--- src/rtl/bitwise_logic_pipe_if.sv ---
// Streaming handshake bundle for bitwise_logic_pipe: operand/op request side and
// FIFO result side, each with valid/ready.
interface bitwise_logic_pipe_if #(
  parameter int unsigned WIDTH = 2,
  parameter int unsigned DEPTH = 2
);
  localparam int unsigned CntW = $clog2(DEPTH + 1);

  logic             in_valid;
  logic             in_ready;
  logic [2:0]       in_op;
  logic [WIDTH-1:0] in_a;
  logic [WIDTH-1:0] in_b;
  logic             in_chain;
  logic             acc_clr;
  logic             out_valid;
  logic             out_ready;
  logic [WIDTH-1:0] out_y;
  logic             out_red_and;
  logic             out_red_or;
  logic             out_parity;
  logic [CntW-1:0]  out_count;

  modport master (
    output in_valid, in_op, in_a, in_b, in_chain, acc_clr, out_ready,
    input  in_ready, out_valid, out_y, out_red_and, out_red_or, out_parity, out_count
  );

  modport slave (
    input  in_valid, in_op, in_a, in_b, in_chain, acc_clr, out_ready,
    output in_ready, out_valid, out_y, out_red_and, out_red_or, out_parity, out_count
  );
endinterface

--- src/rtl/bitwise_logic_pipe.sv ---
// Bitwise op unit with optional accumulator chaining, buffered through a
// DEPTH-entry output FIFO with valid/ready on both sides.
module bitwise_logic_pipe #(
  parameter int unsigned WIDTH = 2,
  parameter int unsigned DEPTH = 2
) (
  input logic                 clk,
  input logic                 rst_n,
  bitwise_logic_pipe_if.slave bus
);
  localparam int unsigned PtrW = (DEPTH > 1) ? $clog2(DEPTH) : 1;
  localparam int unsigned CntW = $clog2(DEPTH + 1);
  localparam logic [CntW-1:0] Full = CntW'(DEPTH);

  logic [WIDTH-1:0] mem_q [DEPTH];
  logic [WIDTH-1:0] mem_d [DEPTH];
  logic [PtrW-1:0]  wr_ptr_q, wr_ptr_d;
  logic [PtrW-1:0]  rd_ptr_q, rd_ptr_d;
  logic [CntW-1:0]  count_q, count_d;
  logic [WIDTH-1:0] acc_q, acc_d;

  logic [WIDTH-1:0] op_a;
  logic [WIDTH-1:0] result;
  logic             push;
  logic             pop;
  logic             not_empty;
  logic [WIDTH-1:0] head;

  always_comb begin
    op_a   = bus.in_chain ? acc_q : bus.in_a;
    result = '0;
    case (bus.in_op)
      3'd0:    result = op_a & bus.in_b;
      3'd1:    result = op_a | bus.in_b;
      3'd2:    result = op_a ^ bus.in_b;
      3'd3:    result = ~(op_a & bus.in_b);
      3'd4:    result = ~(op_a | bus.in_b);
      3'd5:    result = ~(op_a ^ bus.in_b);
      3'd6:    result = op_a & ~bus.in_b;
      default: result = op_a;
    endcase
  end

  // Ready depends only on registered occupancy: a full FIFO never bypasses.
  assign not_empty = (count_q != '0);
  assign push      = bus.in_valid && (count_q != Full);
  assign pop       = not_empty && bus.out_ready;

  always_comb begin
    mem_d    = mem_q;
    wr_ptr_d = wr_ptr_q;
    rd_ptr_d = rd_ptr_q;
    count_d  = count_q;
    acc_d    = acc_q;

    if (push) begin
      mem_d[wr_ptr_q] = result;
      wr_ptr_d        = wr_ptr_q + PtrW'(1);
      acc_d           = result;
    end else if (bus.acc_clr) begin
      acc_d = '0;
    end

    if (pop) begin
      rd_ptr_d = rd_ptr_q + PtrW'(1);
    end

    case ({push, pop})
      2'b10:   count_d = count_q + CntW'(1);
      2'b01:   count_d = count_q - CntW'(1);
      default: count_d = count_q;
    endcase
  end

  always_ff @(posedge clk or negedge rst_n) begin
    if (!rst_n) begin
      mem_q    <= '{default: '0};
      wr_ptr_q <= '0;
      rd_ptr_q <= '0;
      count_q  <= '0;
      acc_q    <= '0;
    end else begin
      mem_q    <= mem_d;
      wr_ptr_q <= wr_ptr_d;
      rd_ptr_q <= rd_ptr_d;
      count_q  <= count_d;
      acc_q    <= acc_d;
    end
  end

  // Empty FIFO presents zeros rather than whatever the head slot last held.
  assign head            = not_empty ? mem_q[rd_ptr_q] : '0;
  assign bus.in_ready    = (count_q != Full);
  assign bus.out_valid   = not_empty;
  assign bus.out_y       = head;
  assign bus.out_red_and = not_empty & (&head);
  assign bus.out_red_or  = |head;
  assign bus.out_parity  = ^head;
  assign bus.out_count   = count_q;
endmodule

--- src/flat_wrapper.sv ---
// flat-port wrapper written by rule: the top's interface ports become plain ports
module bitwise_logic_pipe_flat 
#(
  parameter int unsigned WIDTH = 2,
  parameter int unsigned DEPTH = 2
)
  (clk, rst_n, bus_in_valid, bus_in_op, bus_in_a, bus_in_b, bus_in_chain, bus_acc_clr, bus_out_ready, bus_in_ready, bus_out_valid, bus_out_y, bus_out_red_and, bus_out_red_or, bus_out_parity, bus_out_count);
  bitwise_logic_pipe_if #(.WIDTH(WIDTH), .DEPTH(DEPTH)) bus_i ();
  input logic clk;
  input logic rst_n;
  input wire logic [$bits(bus_i.in_valid)-1:0] bus_in_valid;
  input wire logic [$bits(bus_i.in_op)-1:0] bus_in_op;
  input wire logic [$bits(bus_i.in_a)-1:0] bus_in_a;
  input wire logic [$bits(bus_i.in_b)-1:0] bus_in_b;
  input wire logic [$bits(bus_i.in_chain)-1:0] bus_in_chain;
  input wire logic [$bits(bus_i.acc_clr)-1:0] bus_acc_clr;
  input wire logic [$bits(bus_i.out_ready)-1:0] bus_out_ready;
  output wire logic [$bits(bus_i.in_ready)-1:0] bus_in_ready;
  output wire logic [$bits(bus_i.out_valid)-1:0] bus_out_valid;
  output wire logic [$bits(bus_i.out_y)-1:0] bus_out_y;
  output wire logic [$bits(bus_i.out_red_and)-1:0] bus_out_red_and;
  output wire logic [$bits(bus_i.out_red_or)-1:0] bus_out_red_or;
  output wire logic [$bits(bus_i.out_parity)-1:0] bus_out_parity;
  output wire logic [$bits(bus_i.out_count)-1:0] bus_out_count;
  assign bus_i.in_valid = bus_in_valid;
  assign bus_i.in_op = bus_in_op;
  assign bus_i.in_a = bus_in_a;
  assign bus_i.in_b = bus_in_b;
  assign bus_i.in_chain = bus_in_chain;
  assign bus_i.acc_clr = bus_acc_clr;
  assign bus_i.out_ready = bus_out_ready;
  assign bus_in_ready = bus_i.in_ready;
  assign bus_out_valid = bus_i.out_valid;
  assign bus_out_y = bus_i.out_y;
  assign bus_out_red_and = bus_i.out_red_and;
  assign bus_out_red_or = bus_i.out_red_or;
  assign bus_out_parity = bus_i.out_parity;
  assign bus_out_count = bus_i.out_count;
  bitwise_logic_pipe #(.WIDTH(WIDTH), .DEPTH(DEPTH)) u_core (.clk(clk), .rst_n(rst_n), .bus(bus_i));
endmodule
--- config.mk ---
export PLATFORM = sky130hd
export DESIGN_NAME = bitwise_logic_pipe_flat
export DESIGN_NICKNAME = d
export VERILOG_FILES = /design/src/rtl/bitwise_logic_pipe_if.sv /design/src/rtl/bitwise_logic_pipe.sv /design/src/flat_wrapper.sv
export SDC_FILE = /design/constraint.sdc
export NUM_CORES = 1
export LEC_CHECK = 0
export CORE_UTILIZATION = 50
export CTS_BUF_LIST = sky130_fd_sc_hd__clkbuf_4
export CTS_CLUSTER_SIZE = 16
export DETAILED_ROUTE_END_ITERATION = 10
export PLACE_DENSITY = 0.88
export SYNTH_ARGS = -nofsm -noshare
export SYNTH_HDL_FRONTEND = slang
export SYNTH_SLANG_ARGS = --single-unit
export TNS_END_PERCENT = 30
--- constraint.sdc ---
create_clock -name clk -period 5.3 [get_ports clk]
set_clock_uncertainty 0.05 [all_clocks]
set_input_delay 0.53 -clock clk [delete_from_list [all_inputs] [get_ports clk]]
set_output_delay 0.53 -clock clk [all_outputs]
set_load 0.02 [all_outputs]
==> results.txt <==
----------------------------------------------------
[Finish]
  Layout-stage area growth over the synthesis result ... 30.0%
  Final Core Density ... 74.2%
  Final #Nets ... 125
  Storage cell area ... 250 µm²
  Share of post-route cells with drive strength above 1 ... 12.7%
  Area taken by multi-input logic gates ... 483 µm²
  Antenna diodes ... 0
  Total of fill cells in the finished design ... 99

[Timing]
  Maximum frequency from static timing analysis ... 384 MHz
  Slew of the pin with the lowest slew margin ... 0.453 ns
  RSZ-0062 raised after global routing ... no
  Sum of negative setup slack ... 0 ns
  Worst Hold Slack ... 0.444 ns
  Final Cycle Share ... 49.1%
  Final Hold Violating Endpoints ... 0
  Number of slew-limit violations in the final report ... 0
  Final Critical Period ... 2.60 ns
  Final Setup Violations ... 0
  Worst-case headroom to the max-slew limit ... 69.7%

[Die]
  Cell row count ... 13
  Width of the die ... 41.7 µm
  Initial Util ... 57.1%
  DIE AREA ... 1740 µm²
  Total core area ... 1380 µm²
  Number of ports placed on the die boundary ... 22
  DIE HEIGHT ... 41.7 µm

[Route]
  Number of remaining DRC errors ... 0
  Overall via count from detail_route ... 639
  Initial DRC Count ... 25
  Final wirelength ... 1680 µm
  Routed length per instance ... 14.4 µm
  Antenna Violating Nets Remaining ... 0
  Number of vias per cell ... 5.46
  Drt pass-1 iters ... 4

[Synthesis]
  Cell area after technology mapping ... 790 µm²
  Top cell types by occurrence after synthesis ... 10 x sky130_fd_sc_hd__dfrtp_1, 10 x sky130_fd_sc_hd__inv_1, 9 x sky130_fd_sc_hd__ha_1
  Flops & latches, synth ... 10
  Cell count after synthesis ... 79
  Synthesized net count ... 101
  Syn. warnings ... 0
  Cell type contributing the most total cell area after synthesis ... sky130_fd_sc_hd__dfrtp_1
  Number of enable flip-flop cells after synthesis ... 0
  Post-synthesis area per instance ... 9.99 µm²
  Sequential share of the synthesized area ... 31.7%
  Primary FF master, synth ... sky130_fd_sc_hd__dfrtp_1
  Area fraction of the dominant cell type after synthesis ... 31.7%
  Cell types with the largest area share after synthesis ... sky130_fd_sc_hd__dfrtp_1 32%, sky130_fd_sc_hd__ha_1 14%, sky130_fd_sc_hd__mux2_2 11%, sky130_fd_sc_hd__inv_1 4.8%, sky130_fd_sc_hd__mux2i_1 3.8%
  Fraction of registers with async set or reset after synthesis ... 100%
  Post-synth cell types ... 26

[Power]
  PD cells ... 536 nW/µm²
  Sw power ... 0.234 mW
  Switching share of total power ... 42.6%
  Seq pwr share ... 26.7%
  Share of power burned in combinational logic ... 63.2%
  Cell internal pwr ... 0.315 mW
  Worst voltage drop across the vdd grid ... 370 µV
  Share of power burned in the clock network ... 10.2%
  Leakage ... 0.486 nW

[Clocking]
  Clock Tree Buf Depth ... 2
  Total CTS buffers ... 3
  Number of setup buffers added after CTS ... 0
  Clock insertion delay at the later pin of the skew report ... 0.28 ns
  Clock tree from TritonCTS ... yes
  Register clock-pin slew on the reported worst setup and hold paths ... 0.07 ns
  Clock root buffer ... sky130_fd_sc_hd__clkbuf_4
  Count of cells resized by post-cts repair ... 0
  Post-CTS Hold Buffers ... 0
  TritonCTS sink count ... 10
  H-Tree Depth ... 1

[Run status]
  Result of the run ... completed

[Worst setup path]
  Crit path DAT ... 2.02 ns
  Worst Path Class, Setup ... flop to primary output
  Register-to-register path setup slack ... 3.38 ns
  Required time reported for the critical path endpoint ... 4.72 ns
  R2R Path Start ... u_core.acc_q[1]
  CP endpoint kind ... primary output
  Max Fanout on Critical Path ... 3
  Crit Reg-Reg Endpoint ... u_core.mem_q[1]
  Critical Path Source Type ... flop
  Number of cells on the worst reg-to-reg path ... 6

[Hold path]
  Classification of the worst-slack hold path ... flop to flop
  Min-Delay Endpoint ... u_core.mem_q[0]
  Startpoint of the most critical hold path ... u_core.mem_q[0]
  Worst hold stages ... 2

[Place]
  Count of port buffers added during placement ... 21
  Estimated wirelength of the detail-placed design ... 1370 µm
  Placer Congestion ... 0.832

[GRT]
  Residual overflow from global routing ... 0
  First-pass GRT wire length ... 2810 µm
  Most utilized layer in the global route result ... met2
  Met1 track utilization from global routing ... 27.2%
  Maximum number of pins on one net before global-route repair ... 12
  Total global-route track usage ... 21.6%
  Antenna violations before repair ... 0
  Via count of the first global-routing pass ... 634
  Met3 usage in global routing ... 7.83%
  Met2 Use GR ... 34.4%

[Job]
  Number of maximum-capacitance constraint violations ... 0

----------------------------------------------------
metrics by stage:
step | power, mW | std cells | setup slack [ns] | instance area [µm²]
floorplan | 0.357 | 79 | 3.16 | 790
global placement | 0.479 | 113 | 2.72 | 1000
detailed placement | 0.498 | 113 | 2.64 | 1000
CTS | 0.554 | 117 | 2.68 | 1030
global route | 0.589 | 117 | 2.59 | 1030
finish | 0.550 | 117 | 2.70 | 1030
worst max path at each step:
stage                                       start         endpoint
after detailed placement             bus_in_chain  u_core.mem_q[1]
final                             u_core.rd_ptr_q  bus_out_red_and
after floorplan           u_core.bus.out_count[0]  bus_out_red_and
after global routing      u_core.bus.out_count[0]  bus_out_red_and
after global placement               bus_in_chain  u_core.mem_q[3]
after CTS                         u_core.rd_ptr_q  bus_out_red_and
worst max-delay path, cell delays in order, from the launching register on:
cell                              delay [ns]
sky130_fd_sc_hd__dfrtp_1                0.41
sky130_fd_sc_hd__mux2_2                 0.35
sky130_fd_sc_hd__nand2_1                0.09
sky130_fd_sc_hd__inv_1                  0.06
sky130_fd_sc_hd__ha_1                   0.18
sky130_fd_sc_hd__nor2b_1                0.12
sky130_fd_sc_hd__clkdlybuf4s50_1        0.54
area by class of cell:
class,count,share of cell area [%]
multi-input cells,57,47.1
repair buffers,21,20.5
clock buffers,3,2.20
flip-flops and latches,10,24.4
well taps,15,1.83
clock inverters,1,0.366
inverters,10,3.66
logic make-up after synthesis:
logic type               after synthesis  synth area share, %
AO/OA/AOI/OAI                         10                 11.3
XOR/XNOR                               5                 5.55
adder cells (fa/ha/maj)                9                 14.3
buffers and inverters                 12                 7.13
flip-flops                            10                 31.7
multiplexers                          11                 15.2
AND/OR/NAND/NOR                       22                 14.9
metal layers:
metal / share of wire [%] / vias up / wire, µm
met5: 0 / - / 0
met4: 2.0 / 0 / 34
met3: 5.9 / 4 / 100
met2: 48 / 23 / 807
met1: 44 / 291 / 741
li1: - / 321 / -
registers in the layout, indices dropped and copies added, names as in the netlist:
| signal | count |
|---|---|
| u_core.bus.out_count | 2 |
| u_core.mem_q | 4 |
| u_core.acc_q | 2 |
| u_core.wr_ptr_q | 1 |
| u_core.rd_ptr_q | 1 |
cells in the final DEF, fill, tap and decap left out, types with 2 or more instances in the layout:
cell                              synthesis  layout
sky130_fd_sc_hd__clkbuf_4                 1       3
sky130_fd_sc_hd__clkdlybuf4s50_1          0      21
sky130_fd_sc_hd__dfrtp_1                 10      10
sky130_fd_sc_hd__ha_1                     9       9
sky130_fd_sc_hd__inv_1                   10      10
sky130_fd_sc_hd__mux2_2                   8       8
sky130_fd_sc_hd__mux2i_1                  3       3
sky130_fd_sc_hd__nand2_1                  5       5
sky130_fd_sc_hd__nand3_1                  2       2
sky130_fd_sc_hd__nand3b_1                 4       4
sky130_fd_sc_hd__nor2_1                   4       4
sky130_fd_sc_hd__nor2b_1                  4       4
sky130_fd_sc_hd__o31ai_1                  2       2
sky130_fd_sc_hd__xnor2_1                  3       3
sky130_fd_sc_hd__xor2_1                   2       2
power by group through the flow:
stage	combinational, mW	clock [mW]	sequential (mW)
after floorplan	0.209	0	0.148
after global placement	0.334	0	0.145
after detailed placement	0.351	0	0.147
after CTS	0.351	0.0564	0.146
after global routing	0.378	0.0603	0.151
final	0.347	0.0558	0.147
Note: power is estimated with default switching activity, not from simulation.
